**config.mk**
```make
export PLATFORM = sky130hd
export DESIGN_NAME = spi_rdid_slave
export DESIGN_NICKNAME = d
export VERILOG_FILES = /design/src/rtl/spi_rdid_slave.sv
export SDC_FILE = /design/constraint.sdc
export NUM_CORES = 1
export LEC_CHECK = 0
export BUFFER_PORTS_ARGS = -buffer_cell sky130_fd_sc_hd__buf_2
export CORE_AREA = 2 2 66 68
export CTS_CLUSTER_SIZE = 12
export DETAILED_ROUTE_END_ITERATION = 7
export DIE_AREA = 0 0 68 70
export HOLD_SLACK_MARGIN = 0.12
export PLACE_DENSITY = 0.77
export SLEW_MARGIN = 0
export SYNTH_ARGS = -nofsm -noshare
export SYNTH_HDL_FRONTEND = slang
export SYNTH_SLANG_ARGS = --single-unit
```
**constraint.sdc**
```tcl
create_clock -name clk -period 2.45 [get_ports clk]
set_input_delay 0.1225 -clock clk [delete_from_list [all_inputs] [get_ports clk]]
set_output_delay 0.1225 -clock clk [all_outputs]
set_load 0.005 [all_outputs]
```
**src/rtl/spi_rdid_slave.sv**
```systemverilog
// SPI mode-0 responder for the RDID command: oversamples the SPI pins, decodes the opcode and
// streams {manufacturer, memory type, capacity} MSB-first. Define SPI_TRISTATE_MISO_EN to float MISO.
`timescale 1ns / 1ps

module spi_rdid_slave #(
   parameter logic [7:0]  MANUFACTURER_ID = 8'h20,
   parameter logic [7:0]  MEMORY_TYPE     = 8'h20,
   parameter logic [7:0]  MEMORY_CAPACITY = 8'h18,
   parameter logic [7:0]  RDID_CMD        = 8'h9F,
   parameter int unsigned SYNC_STAGES     = 2
) (
   input  logic       clk,
   input  logic       reset,
   input  logic       SPICLK,
   input  logic       chip_select,
   input  logic       SPIMOSI,
   output logic       SPIMISO,
   output logic [7:0] cmd_byte,
   output logic       cmd_valid,
   output logic       rdid_done,
   output logic       busy
);

   typedef enum logic [1:0] {StIdle, StCmd, StResp, StIgnore} state_e;

   localparam logic [23:0] IdWord = {MANUFACTURER_ID, MEMORY_TYPE, MEMORY_CAPACITY};

   logic [SYNC_STAGES-1:0] sclk_sync_q, cs_sync_q, mosi_sync_q;
   logic                   sclk_dly_q, cs_dly_q;
   logic                   sclk_s, cs_s, mosi_s;
   logic                   sclk_rise, sclk_fall, cs_fall;

   state_e      state_q, state_d;
   logic [7:0]  shift_q, shift_d;
   logic [4:0]  bit_cnt_q, bit_cnt_d;
   logic [23:0] resp_q, resp_d;
   logic [7:0]  cmd_byte_q, cmd_byte_d;
   logic        cmd_valid_q, cmd_valid_d;
   logic        rdid_done_q, rdid_done_d;

   // Synchronizers reset to the idle bus levels so a held-low select shows up as a fresh start.
   always_ff @(posedge clk) begin
      if (reset) begin
         sclk_sync_q <= '0;
         cs_sync_q   <= '1;
         mosi_sync_q <= '0;
         sclk_dly_q  <= 1'b0;
         cs_dly_q    <= 1'b1;
      end else begin
         sclk_sync_q <= {sclk_sync_q[SYNC_STAGES-2:0], SPICLK};
         cs_sync_q   <= {cs_sync_q[SYNC_STAGES-2:0], chip_select};
         mosi_sync_q <= {mosi_sync_q[SYNC_STAGES-2:0], SPIMOSI};
         sclk_dly_q  <= sclk_s;
         cs_dly_q    <= cs_s;
      end
   end

   assign sclk_s    = sclk_sync_q[SYNC_STAGES-1];
   assign cs_s      = cs_sync_q[SYNC_STAGES-1];
   assign mosi_s    = mosi_sync_q[SYNC_STAGES-1];
   assign sclk_rise = sclk_s & ~sclk_dly_q;
   assign sclk_fall = ~sclk_s & sclk_dly_q;
   assign cs_fall   = ~cs_s & cs_dly_q;

   always_ff @(posedge clk) begin
      if (reset) begin
         state_q     <= StIdle;
         shift_q     <= 8'h00;
         bit_cnt_q   <= 5'd0;
         resp_q      <= 24'h000000;
         cmd_byte_q  <= 8'h00;
         cmd_valid_q <= 1'b0;
         rdid_done_q <= 1'b0;
      end else begin
         state_q     <= state_d;
         shift_q     <= shift_d;
         bit_cnt_q   <= bit_cnt_d;
         resp_q      <= resp_d;
         cmd_byte_q  <= cmd_byte_d;
         cmd_valid_q <= cmd_valid_d;
         rdid_done_q <= rdid_done_d;
      end
   end

   always_comb begin
      state_d     = state_q;
      shift_d     = shift_q;
      bit_cnt_d   = bit_cnt_q;
      resp_d      = resp_q;
      cmd_byte_d  = cmd_byte_q;
      cmd_valid_d = 1'b0;
      rdid_done_d = 1'b0;
      unique case (state_q)
         StIdle: begin
            if (cs_fall) begin
               state_d   = StCmd;
               shift_d   = 8'h00;
               bit_cnt_d = 5'd0;
            end
         end
         StCmd: begin
            if (cs_s) begin
               state_d = StIdle;
            end else if (bit_cnt_q == 5'd8) begin
               cmd_byte_d  = shift_q;
               cmd_valid_d = 1'b1;
               if (shift_q == RDID_CMD) begin
                  state_d   = StResp;
                  resp_d    = IdWord;
                  bit_cnt_d = 5'd0;
               end else begin
                  state_d = StIgnore;
               end
            end else if (sclk_rise) begin
               shift_d   = {shift_q[6:0], mosi_s};
               bit_cnt_d = bit_cnt_q + 5'd1;
            end
         end
         StResp: begin
            if (cs_s) begin
               state_d = StIdle;
            end else if (sclk_rise) begin
               bit_cnt_d = bit_cnt_q + 5'd1;
            end else if (sclk_fall && (bit_cnt_q != 5'd0)) begin
               // A fall with no rise since the load (the opcode's last fall) must not consume bit 23.
               if (bit_cnt_q == 5'd24) begin
                  resp_d      = IdWord;
                  bit_cnt_d   = 5'd0;
                  rdid_done_d = 1'b1;
               end else begin
                  resp_d = {resp_q[22:0], 1'b0};
               end
            end
         end
         StIgnore: begin
            if (cs_s) begin
               state_d = StIdle;
            end
         end
         default: state_d = StIdle;
      endcase
   end

`ifdef SPI_TRISTATE_MISO_EN
   assign SPIMISO = (state_q == StResp) ? resp_q[23] : 1'bz;
`else
   assign SPIMISO = (state_q == StResp) ? resp_q[23] : 1'b0;
`endif

   assign cmd_byte  = cmd_byte_q;
   assign cmd_valid = cmd_valid_q;
   assign rdid_done = rdid_done_q;
   assign busy      = (state_q != StIdle);

endmodule

```
; After elaboration in Yosys (flattened, before gate mapping)
; Cells that the tools add are included.
[totals]
input_bits = 5
output_inout_bits = 12
regBits = 57
[classes]
mux = 32
n_addsub = 1
eq_ne = 21
n_bitwise = 9
reduce_logical = 15
[ops]
columns = op, count
row1 = $mux 24, 7
row2 = $pmux 24 s2, 1
row3 = $mux 5, 9
row4 = $mux 8, 4
row5 = $ne 2x2->1 const B, 9
row6 = $pmux 8 s2, 1
row7 = $ne 3x3->1 const B, 5
row8 = $pmux 5 s3, 1
row9 = $eq 8x8->1 const B, 1
row10 = $mux 2, 4
row11 = $reduce_and 8->1, 1
row12 = $reduce_and 7->1, 1
row13 = $not 1->1, 6
row14 = $pmux 2 s3, 1
row15 = $reduce_and 3->1, 2
row16 = $reduce_bool 2->1, 3
row17 = $add 5x1->5 const B, 1
row18 = $eq 5x4->1 const B, 1
row19 = $eq 5x5->1 const B, 1
row20 = $reduce_and 5->1, 1
row21 = $reduce_bool 5->1, 1
row22 = $reduce_or 5->1, 1
row23 = $eq 2x2->1 const B, 2
row24 = $mux 1, 4
row25 = other kinds (8), 10

; Depth between registers and ports, before layout
[depth]
ltp_word = 7
depth_mapped = 9
mapped_depth_nobuf = 7

; Least setup slack after synthesis
; No wires, ideal clock.
[synth_timing]
path_kind = reg2reg
startpoint = register state_q[0]
endpoint = register bit_cnt_q[2]
n_path_buf = 0
required_ns = 2.380
synth_period_minus_slack_ns = 1.740
setup_slack_ns = 0.710
arrival_ns = 1.670
path_stages_with_launch = 8
cell_sequence = dfxtp_1 -> inv_1 -> ha_1 -> o21a_1 -> a211oi_2 -> nand4_1 -> or3b_1 -> a21oi_1
[synth_via]
elab_chain_len = 3
word_cells_on_any_way = 13
classes_between = eq/ne (9) / mux (1) / reduce/logical (3)
[synth_lines]
columns = element, line_no
row1 = start: declaration, 33  ; state_e state_q, state_d;
row2 = start signal: assignment, 67  ; state_q <= StIdle;
row3 = start signal: assignment, 75  ; state_q <= state_d;
row4 = $eq 2x1->1 (tied with other cells), 93  ; unique case (state_q)
row5 = $ne 3x3->1 (no line) (tied with other cells), --
row6 = $reduce_and 8->1 (no line), --
row7 = end signal: assignment, 77  ; bit_cnt_q <= bit_cnt_d;
row8 = end: declaration, 35  ; logic [4:0] bit_cnt_q, bit_cnt_d;
; Several ways; a longest one is shown, not always the timed one.
; A chain may end at the register's enable or synchronous reset.

; Final worst setup path
[layout_timing]
startpoint = register state_q[0]
endpoint = register bit_cnt_q[4]
; The elaborated chain is that of the path after synthesis.

==> flow_summary.toml <==
[place]
postPlaceCellArea_sq_um = 2400
io_buffers = 16
detailed_placer_s_ending_hpwl_microns = 2710
placer_congestion_estimate = 0.771

[clock_network]
max-clock-path-buffers = 2
postCtsResizedCells = 0
cts.sinks = 54
cts_tree = "done"
clock_tree.htree_level_count = 2
cts_made_buffers = 5
post-cts-setup-buffers = 0
clockRootBuffer = "sky130_fd_sc_hd__clkbuf_8"
clkSlewWorstSetupHoldPaths_ns = 0.10
clk_latency_ns = 0.31
postCtsHoldBufs = 3

[critical_path]
r2r_cells = 7
worst_r2r_startpoint = "state_q[0]$_SDFFE_PP0P_"
timing.critical_path.required_ns = 2.68
cp-start-kind = "flip-flop"
critical_path.endpoint_type = "flip-flop"
regToRegSetupSlack_ns = 0.38
worstPathArrival_ns = 2.30
kind_of_critical_path = "reg -> reg"
critical_path_peak_fanout = 12
crit-reg2reg-capture = "bit_cnt_q[4]$_SDFFE_PP0P_"

[timing]
period_share_pct = 84.5
timing.final.crit_period_ns = 2.07
setup-violations-final = 0
fin_worst_skew_ns = 0.0143
max_clock_freq_mhz = 483
finalHoldViolCount = 0
worst_slew_pin_slew_ns = 0.614
rsz0062_at_grt = "false"
maxSlewViolCount = 0
timing.max_slew.rel_slack_pct = 59.1
timing.setup.tns_ns = 0
final.hold.worst_slack_ns = 0.205

[yosys]
yosys_register_bits = 54
largest_area_contributor_in_the_netlist = "sky130_fd_sc_hd__dfxtp_1"
yosys_warnings = 0
synth_largest_type_area_fraction_pct = 46.4
netlist_area_sq_um = 2330
synth-main-ff-cell = "sky130_fd_sc_hd__dfxtp_1"
synth_cell_type_count = 41
synth.top_cells.by_area = "sky130_fd_sc_hd__dfxtp_1, sky130_fd_sc_hd__nand3_1, sky130_fd_sc_hd__a21oi_1, sky130_fd_sc_hd__nand2_1, sky130_fd_sc_hd__mux2i_1"
synth-edff-count = 0
synth-seq-area-share_pct = 46.4
asyncSetResetFlopFracSynth_pct = 0
syn_inst = 263
postSynthAreaPerCell_sq_um = 8.86
net_count_synth = 275

[detailed_routing]
drt-wirelength-per-cell_microns = 12.5
detail_route.iter0.violations = 165
via_count = 1816
detail-route-antenna-nets = 0
drtPass1Iterations = 4
via_density = 5.54
drt_wl_total_microns = 4090
drc_errors = 0

[power_and_ir_drop]
switching_share_pct = 23.7
totalPowerFinal_mw = 1.64
total_switching_power_mw = 0.388
power.ir.vdd_worst_mv = 0.285
p_seq_share_pct = 54.8
power_leakage_nw = 0.966
clock_power_share_pct = 36.9
power.density_nw_per_um2 = 641
pwr-share-comb_pct = 8.3
intPower_mw = 1.25

[grt]
gr-usage-all-layers_pct = 18.9
pin_count_of_the_biggest_net_entering_global_routing = 31
first_global_vias = 1629
grt_pass1_wl_microns = 6970
antenna_found_initial = 0
grt.overflow.total = 0

[min_path]
hold_path.class = "in -> reg"
instance_count_along_the_most_critical_hold_path = 2
worst_hold_path.endpoint = "cmd_byte[2]$_SDFFE_PP0P_"
worstHoldStart = "reset"

[layout]
design_area_sq_um = 2550
layout_commonest_cell = "sky130_fd_sc_hd__dfxtp_1"
layout.cells.most_common_list = "sky130_fd_sc_hd__dfxtp_1, sky130_fd_sc_hd__nand2_1, sky130_fd_sc_hd__nand3_1"
final_net_count = 287
layout-drive-gt1-share_pct = 14.1
antenna_cells = 0
nFillCells = 351
area.growth.synth_to_final_pct = 9.45

[floorplan]
die_height_microns = 70
pin_count = 17
area_of_the_core_region_sq_um = 4140
start_util_pct = 56.3
placementRows = 24
die_x_microns = 68
fp.dieArea_sq_um = 4760

[flow_run]
max_cap_check_violation_count = 0

[run_status]
status = "finished, final reports clean"
power groups by stage:
stage	combinational (mW)	sequential, mW	clock (mW)
2_1_floorplan	0.108	0.913	0
3_3_place_gp	0.129	0.916	0
3_5_place_dp	0.129	0.917	0
4_1_cts	0.135	0.896	0.619
5_1_grt	0.152	0.898	0.644
6_report	0.136	0.896	0.604
layout make-up:
type / instances / area, sq um / area share (%)
multi-input combinational: 186 / 1130 / 44.4
inverter: 6 / 22.5 / 0.883
sequential: 54 / 1080 / 42.4
tap: 52 / 65.1 / 2.55
timing repair buffer: 22 / 133 / 5.20
clock buffer: 5 / 68.8 / 2.70
clock inverter: 3 / 47.5 / 1.86
worst max path at each step:
stage,start,endpoint,slack [ns],cells past startpoint
global placement,state_q[0]$_SDFFE_PP0P_,bit_cnt_q[2]$_SDFFE_PP0P_,0.47,7
CTS,state_q[0]$_SDFFE_PP0P_,bit_cnt_q[4]$_SDFFE_PP0P_,0.37,7
global route,state_q[0]$_SDFFE_PP0P_,bit_cnt_q[4]$_SDFFE_PP0P_,0.12,7
detailed placement,state_q[0]$_SDFFE_PP0P_,bit_cnt_q[2]$_SDFFE_PP0P_,0.41,7
floorplan,state_q[0]$_SDFFE_PP0P_,bit_cnt_q[2]$_SDFFE_PP0P_,0.71,7
finish,state_q[0]$_SDFFE_PP0P_,bit_cnt_q[4]$_SDFFE_PP0P_,0.38,7
flip-flops by register name, summed over array words and instances (netlist names):
signal / cells
state_q: 2
sclk_sync_q: 2
cs_sync_q: 2
mosi_sync_q: 2
sclk_dly_q: 1
rdid_done: 1
bit_cnt_q: 5
resp_q: 21
shift_q: 8
cmd_byte: 8
cmd_valid: 1
cs_dly_q: 1
cells in the mapped netlist (2+ instances only):
cell,n
sky130_fd_sc_hd__buf_8,2
sky130_fd_sc_hd__a211oi_1,3
sky130_fd_sc_hd__a21oi_1,29
sky130_fd_sc_hd__nor3_1,6
sky130_fd_sc_hd__nand3_1,30
sky130_fd_sc_hd__nor2_1,18
sky130_fd_sc_hd__nand4_1,2
sky130_fd_sc_hd__ha_1,7
sky130_fd_sc_hd__mux2i_1,9
sky130_fd_sc_hd__or2_2,4
sky130_fd_sc_hd__and2_1,4
sky130_fd_sc_hd__o21ai_1,2
sky130_fd_sc_hd__clkbuf_1,9
sky130_fd_sc_hd__dfxtp_1,54
sky130_fd_sc_hd__a31oi_1,2
sky130_fd_sc_hd__or3_1,3
sky130_fd_sc_hd__nand2_1,32
sky130_fd_sc_hd__o21ai_0,5
sky130_fd_sc_hd__nor2b_1,7
sky130_fd_sc_hd__buf_2,6
sky130_fd_sc_hd__a211oi_2,2
sky130_fd_sc_hd__nand2b_1,3
sky130_fd_sc_hd__inv_1,6
worst max-delay path: stages, from the launching register on:
cell	delay, ns
sky130_fd_sc_hd__dfxtp_1	0.40
sky130_fd_sc_hd__inv_1	0.10
sky130_fd_sc_hd__ha_1	0.33
sky130_fd_sc_hd__o21a_1	0.23
sky130_fd_sc_hd__a211oi_2	0.22
sky130_fd_sc_hd__nand4_1	0.18
sky130_fd_sc_hd__or3_1	0.38
sky130_fd_sc_hd__a31oi_1	0.17
kinds of logic after synthesis:
| group | share of synthesized area [%] |
|---|---|
| flops | 46.4 |
| simple gates | 26.6 |
| fa+ha+maj | 3.76 |
| mux | 4.35 |
| buf+inv | 4.99 |
| compound gates | 13.9 |
routing by layer:
| layer | vias to the layer above | GRT usage (%) | part of all wire, % |
|---|---|---|---|
| met2 | 30 | 30.3 | 49 |
| li1 | 932 | - | - |
| met5 | - | 0 | 0 |
| met4 | 0 | 8.44 | 1.9 |
| met3 | 7 | 3.38 | 2.8 |
| met1 | 847 | 24.3 | 47 |
metrics by stage:
| stage | setup WS (ns) | cells | utilization [%] |
|---|---|---|---|
| 2_1_floorplan | 0.710 | 263 | - |
| 5_1_grt | 0.118 | 328 | 61.6 |
| 3_5_place_dp | 0.408 | 317 | 58.0 |
| 3_3_place_gp | 0.470 | 317 | 58.0 |
| 4_1_cts | 0.369 | 328 | 61.6 |
| 6_report | 0.379 | 328 | 61.6 |
Note: power is estimated with default switching activity, not from simulation.
